$ cat src/rtl/mem_monitor_pkg.sv
// Shared definitions for the Simplez memory monitor: operation codes,
// controller states and the default geometry of the 512x12 main memory.
package mem_monitor_pkg;

  localparam int AW_DEF = 9;   // 512-word address space
  localparam int DW_DEF = 12;  // Simplez word width
  localparam int LW_DEF = 9;   // block length field (count minus one)

  typedef enum logic [1:0] {
    OP_READ     = 2'b00,
    OP_WRITE    = 2'b01,
    OP_BLK_READ = 2'b10,
    OP_FILL     = 2'b11
  } op_t;

  typedef enum logic [1:0] {
    ST_IDLE = 2'b00,
    ST_RD   = 2'b01,
    ST_RSP  = 2'b10,
    ST_WR   = 2'b11
  } state_t;

  // Block operations (BLK_READ, FILL) use the length field; singles do not.
  function automatic logic op_is_block(input op_t op);
    return op[1];
  endfunction

  // WRITE and FILL drive the memory write strobe; READ and BLK_READ do not.
  function automatic logic op_is_write(input op_t op);
    return op[0];
  endfunction

endpackage

$ cat src/rtl/mem_monitor.sv
// Bus initiator for the Simplez main memory. Takes host commands (single
// read/write, block read, block fill), drives the memory port with
// registered signals and returns read words over a valid/ready stream.
// The memory responds on the negedge, so a read address driven at one
// posedge yields data that is captured at the next posedge.
module mem_monitor
  import mem_monitor_pkg::*;
#(
  parameter int AW = AW_DEF,
  parameter int DW = DW_DEF,
  parameter int LW = LW_DEF
) (
  input  logic          clk,
  input  logic          rstn,
  // host command channel
  input  logic          cmd_valid,
  output logic          cmd_ready,
  input  logic [1:0]    cmd_op,
  input  logic [AW-1:0] cmd_addr,
  input  logic [DW-1:0] cmd_data,
  input  logic [LW-1:0] cmd_len,
  // read response channel
  output logic          rsp_valid,
  input  logic          rsp_ready,
  output logic [DW-1:0] rsp_data,
  output logic [AW-1:0] rsp_addr,
  output logic          rsp_last,
  output logic          done,
  // memory port
  output logic [AW-1:0] mem_addr,
  output logic          mem_wr,
  output logic [DW-1:0] mem_wdata,
  input  logic [DW-1:0] mem_rdata
);

  state_t        state_reg;
  logic [LW-1:0] cnt_reg;     // words remaining after the current one
  op_t           op_in;

  assign op_in     = op_t'(cmd_op);
  assign cmd_ready = (state_reg == ST_IDLE);

  // Single controller FSM; every output it drives is registered.
  always_ff @(posedge clk) begin
    if (!rstn) begin
      state_reg <= ST_IDLE;
      cnt_reg   <= '0;
      mem_addr  <= '0;
      mem_wr    <= 1'b0;
      mem_wdata <= '0;
      rsp_valid <= 1'b0;
      rsp_data  <= '0;
      rsp_addr  <= '0;
      rsp_last  <= 1'b0;
      done      <= 1'b0;
    end else begin
      done <= 1'b0;
      case (state_reg)
        ST_IDLE: begin
          if (cmd_valid) begin
            mem_addr <= cmd_addr;
            cnt_reg  <= op_is_block(op_in) ? cmd_len : '0;
            if (op_is_write(op_in)) begin
              mem_wdata <= cmd_data;
              mem_wr    <= 1'b1;
              state_reg <= ST_WR;
            end else begin
              state_reg <= ST_RD;
            end
          end
        end

        // Memory has presented the word for mem_addr at the last negedge.
        ST_RD: begin
          rsp_data  <= mem_rdata;
          rsp_addr  <= mem_addr;
          rsp_valid <= 1'b1;
          rsp_last  <= (cnt_reg == '0);
          state_reg <= ST_RSP;
        end

        // Hold the response until the host takes it, then advance.
        ST_RSP: begin
          if (rsp_ready) begin
            rsp_valid <= 1'b0;
            if (cnt_reg == '0) begin
              done      <= 1'b1;
              state_reg <= ST_IDLE;
            end else begin
              cnt_reg   <= cnt_reg - LW'(1);
              mem_addr  <= mem_addr + AW'(1);
              state_reg <= ST_RD;
            end
          end
        end

        // One write per cycle; the strobe drops with the last word so a
        // block of N words keeps mem_wr high for exactly N cycles.
        ST_WR: begin
          if (cnt_reg == '0) begin
            mem_wr    <= 1'b0;
            done      <= 1'b1;
            state_reg <= ST_IDLE;
          end else begin
            cnt_reg  <= cnt_reg - LW'(1);
            mem_addr <= mem_addr + AW'(1);
          end
        end

        default: begin
          mem_wr    <= 1'b0;
          state_reg <= ST_IDLE;
        end
      endcase
    end
  end

endmodule

$ cat config.mk
export PLATFORM = sky130hd
export DESIGN_NAME = mem_monitor
export DESIGN_NICKNAME = d
export VERILOG_FILES = /design/src/rtl/mem_monitor_pkg.sv /design/src/rtl/mem_monitor.sv
export SDC_FILE = /design/constraint.sdc
export NUM_CORES = 1
export LEC_CHECK = 0
export CORE_MARGIN = 10
export CORE_UTILIZATION = 44
export DETAILED_ROUTE_END_ITERATION = 8
export PLACE_DENSITY_LB_ADDON = 0.1
export SYNTH_ARGS = -nofsm -noshare
export SYNTH_HDL_FRONTEND = slang
export SYNTH_SLANG_ARGS = --single-unit
export TNS_END_PERCENT = 30
$ cat constraint.sdc
create_clock -name clk -period 2.75 [get_ports clk]
set_input_delay 0.55 -clock clk [delete_from_list [all_inputs] [get_ports clk]]
set_output_delay 0.55 -clock clk [all_outputs]
set_load 0.01 [all_outputs]
=== Word-level counts from Yosys, hierarchy flattened ===
Index checks and enable logic that the tools add are counted.
Widths: inputs -> output; s select.

* Add/sub/neg operators: 2
* Equality and inequality tests: 7
* Mux-type cells: 24
* Reductions and logical operators: 10

{| class="wikitable"
|+ Operators with widths
! cell !! count
|-
| $mux 9 || 7
|-
| $pmux 9 s3 || 2
|-
| $add 9x1->9 const B || 1
|-
| $logic_not 9->1 || 1
|-
| $reduce_and 3->1 || 3
|-
| $sub 9x1->9 const B || 1
|-
| $mux 2 || 4
|-
| $pmux 2 s4 || 1
|-
| $mux 1 || 7
|-
| $ne 2x2->1 const B || 3
|-
| $pmux 1 s2 || 3
|-
| $eq 2x2->1 const B || 2
|-
| $reduce_and 4->1 || 1
|-
| $reduce_bool 2->1 || 2
|-
| $reduce_bool 3->1 || 1
|-
| $eq 2x1->1 const B || 1
|-
| $logic_not 2->1 || 1
|-
| $ne 2x1->1 const B || 1
|-
| $reduce_and 2->1 || 1
|}

* Flip-flop bits (word level): 57

=== Depth between registers and ports, before layout ===
* Word-level depth: 4
* Depth in mapped cells: 7
* Gate-level depth less buffers: 6

=== Worst setup path before layout ===
No wires, ideal clock.

* Kind: register -> register
* Start point: register cnt_reg[0]
* End point: register cnt_reg[2]
* Library setup time: 0.119 ns
* Arrival: 1.770 ns
* Slack: 0.861 ns
* Stages on the path, launching flop included: 7
* Path buffers: 0
* Cells stage by stage: dfxtp_1 > inv_1 > ha_1 > or4b_4 > nor4_4 > nor2_2 > o221a_1

* Cells in the longest elaborated chain, start to end: 4
* Elaborated cells on any way between the ends: 5
* Classes of those cells: 1 x add/sub; 3 x mux; 1 x reduce/logical

{| class="wikitable"
|+ Ends and longest elaborated chain
! what !! RTL line !! source
|-
| from (decl) || mem_monitor.sv:37 || <nowiki>logic [LW-1:0] cnt_reg;</nowiki>
|-
| from (signal assigned) || mem_monitor.sv:62 || <nowiki>cnt_reg <= op_is_block(op_in) ? cmd_len : '0;</nowiki>
|-
| from (signal assigned) || mem_monitor.sv:90 || <nowiki>cnt_reg <= cnt_reg - LW'(1);</nowiki>
|-
| from (signal assigned) || mem_monitor.sv:105 || <nowiki>cnt_reg <= cnt_reg - LW'(1);</nowiki>
|-
| $sub 9x1->9 or $logic_not 9->1 (tied branches) || -- ||
|-
| $mux 9 (*) || mem_monitor.sv:86, mem_monitor.sv:100 ||
|-
| $mux 9 || mem_monitor.sv:84 || <nowiki>if (rsp_ready) begin</nowiki>
|-
| $pmux 9 s3 (*) || mem_monitor.sv:58 || <nowiki>case (state_reg)</nowiki>
|}

Mark *: on every way between the ends. The rest lies on a longest branch, timed or not. The select of a mux whose other input is x is not followed.
A chain may end at the register's enable or synchronous reset.

=== Worst setup path in the final report ===
* Start point: register state_reg[1]
* End point: output cmd_ready

* Cells in the longest elaborated chain, start to end: 1

{| class="wikitable"
|+ Ends and longest elaborated chain
! what !! RTL line !! source
|-
| from (decl) || mem_monitor.sv:36 || <nowiki>state_t state_reg;</nowiki>
|-
| from (signal assigned) || mem_monitor.sv:46 || <nowiki>state_reg <= ST_IDLE;</nowiki>
|-
| from (signal assigned) || mem_monitor.sv:66 || <nowiki>state_reg <= ST_WR;</nowiki>
|-
| from (signal assigned) || mem_monitor.sv:68 || <nowiki>state_reg <= ST_RD;</nowiki>
|-
| $logic_not 2->1 || mem_monitor.sv:41 || <nowiki>assign cmd_ready = (state_reg == ST_IDLE);</nowiki>
|-
| to (decl) || mem_monitor.sv:17 || <nowiki>output logic cmd_ready,</nowiki>
|}

No other way between the ends.

==> impl_metrics.tcl <==
set metrics [dict create \
    status "completed" \
    power.leakage_nw 1.31 \
    dp_cells 472 \
    wl_per_cell_um 15.6 \
    ys_ff_latch 57 \
    cts_hold_buf 0 \
    clk_pin_slew_worst_paths_ns 0.07 \
    setup_viol 0 \
    grt_pass1_wl_mm 11.9 \
    setup_tns_ns 0 \
    fin_skew_ns 0.00412 \
    cp-startpoint "state_reg[1]" \
    dieHeight_um 95.8 \
    rsz0062_at_grt "false" \
    start_kind "flop" \
    drc_errors 0 \
    area_growth_pct 48.6 \
    syn-num-nets 368 \
    antenna_found_initial 0 \
    r2r-start "cnt_reg[0]" \
    drt_pass1_iterations 4 \
    synthCells 318 \
    min_period_ns 2.21 \
    cts.htree.levels 3 \
    critPathCaptureType "output port" \
    postCtsSetupRepairBufs 0 \
    power.total_mw 2.56 \
    cts-resized-gates 0 \
    critPathRequiredTime_ns 2.20 \
    holdWs_ns 0.453 \
    gp_congestion 0.810 \
    yosysUniqueCellTypes 52 \
    worstPathMaxFanout 17 \
    cts_buffers 9 \
    track_usage_pct 16.3 \
    first_iter_violations 150 \
    fmax_ghz 0.452 \
    path_class "reg2out" \
    cts_tree "done" \
    die_w_um 95.8 \
    endpoint "cmd_ready" \
    maxCapViolCount 0 \
    synthFlopType "dfxtp_1" \
    reg2reg_setup_slack_ns 0.57 \
    drive_above_1_share_pct 8.89 \
    vias 2627 \
    drv_slew 0 \
    clock_latency_ns 0.34 \
    syn_area_mm2 0.00253 \
    final_cell_count_no_fill 488 \
    core_area_mm2 0.00554 \
    layout.nets 461 \
    hold_viol 0 \
    ant_nets 0 \
    critPathArrivalTime_ns 1.66 \
    synthArstFlopShare_pct 0 \
    place_hpwl_mm 5.43 \
    ioPinCount 95 \
    top_regs "mem_wdata (12), rsp_data (12)" \
    routed_wl_mm 7.61 \
    first_global_vias 2411 \
    max_slew.worst_pin.slew_ns 0.892 \
    viasPerCell 5.38 \
    avgSynthCellArea_um2 7.94 \
    clockBufferDepth 2 \
    slew_headroom_pct 40.5 \
    die_area_mm2 0.00917 \
    finalCritPeriodShare_pct 80.5 \
    portBuffers 94 \
    ys_warn_count 0 \
    grt_overflow 0 \
    peakVddDrop_uv 379 \
    powerDensity_mw_per_mm2 682 \
    grt_max_degree 47 \
    n_antenna_cell 0 \
    initial_core_util_pct 45.6 \
    hp-class "reg2reg" \
    root_buffer "clkbuf_8" \
    synth-seq-area-share_pct 45.2 \
    r2r_end "cnt_reg[2]" \
    rows 27 \
    rr_worst_depth 6 \
    synth_edf_count 0 \
    clock-sinks 57 \
]
-- stage by stage --
stage | area, um2 | worst slack [ns] | utilization, %
global placement | 3560 | 0.470 | 64.2
floorplan | 2530 | 0.861 | -
finish | 3750 | 0.538 | 67.8
CTS | 3750 | 0.542 | 67.8
global route | 3750 | 0.429 | 67.8
detailed placement | 3560 | 0.446 | 64.2
-- cells in the mapped netlist, drive strengths merged (2+ instances only) --
cell type	instances	area (um2)
a211oi	4	30.0
a21oi	52	260
a22oi	2	15.0
a311oi	2	23.8
a31o	2	17.5
a31oi	4	25.0
a32o	2	20.0
and2	2	12.5
and3	2	12.5
buf	4	17.5
clkbuf	17	63.8
clkinv	2	7.51
dfxtp	57	1140
ha	2	25.0
inv	5	18.8
nand2	82	308
nand2b	2	12.5
nand3	7	35.0
nand4	3	18.8
nor2	13	51.3
nor2b	3	18.8
nor3	5	25.0
nor4	4	40.0
o21a	2	15.0
o21ai	8	43.8
o221a	3	33.8
o31a	3	26.3
o31ai	3	22.5
o32ai	4	35.0
-- logic make-up after synthesis --
kind of cell | after synthesis | synth area share [%]
simple gates | 131 | 24.1
compound gates | 99 | 25.1
flops | 57 | 45.2
buf+inv | 28 | 4.26
fa+ha+maj | 2 | 0.990
mux | 1 | 0.396
-- layer usage --
metal / part of all wire (%) / vias to the layer above / track usage, %
met4: 0.81 / 0 / 6.14
met2: 49 / 97 / 26.0
li1: - / 1324 / -
met5: 0 / - / 0
met3: 9.4 / 6 / 5.91
met1: 41 / 1200 / 19.7
-- how the worst min path moves through the flow --
stage,slack [ns],from,cells past startpoint,end
2_1_floorplan,0.45,cnt_reg[7],2,cnt_reg[7]
3_3_place_gp,0.44,rsp_data[6],2,rsp_data[6]
3_5_place_dp,0.45,mem_wdata[2],2,mem_wdata[2]
4_1_cts,0.46,mem_wdata[2],2,mem_wdata[2]
5_1_grt,0.47,rsp_data[4],2,rsp_data[4]
6_report,0.45,mem_wdata[10],2,mem_wdata[10]
-- power by group --
group / total (mW) / switching (mW) / leakage, nW / internal (mW)
sequential: 1.02 / 0.105 / 0.465 / 0.917
combinational: 0.759 / 0.384 / 0.751 / 0.376
clock: 0.782 / 0.342 / 0.0953 / 0.440
total: 2.56 / 0.831 / 1.31 / 1.73
-- critical path, cell delays in order (launching register included) --
cell and delay, ns:
dfxtp_1 0.72, nor2_1 0.08, clkdlybuf4s50_1 0.53
-- cells in the final DEF, fill, tap and decap left out, types with 3 or more instances in the layout --
cell type        instances
clkdlybuf4s50_1         94
nand2_1                 82
dfxtp_1                 57
a21oi_1                 52
nor2_1                  11
clkbuf_8                10
buf_4                    8
nand3_1                  7
o21ai_0                  7
inv_1                    5
nor3_1                   5
a211oi_1                 4
a31oi_1                  4
o32ai_1                  4
nor2b_1                  3
nand4_1                  3
o31ai_1                  3
nor4_1                   3
o31a_1                   3
-- area by class of cell --
class,count,area (um2)
clock inverter,5,55.1
sequential,57,1140
timing repair buffer,103,1020
tap,72,90.1
multi-input combinational,233,1280
clock buffer,11,141
inverter,7,26.3
fill,490,1790
Power figures use the tool's default switching activity.
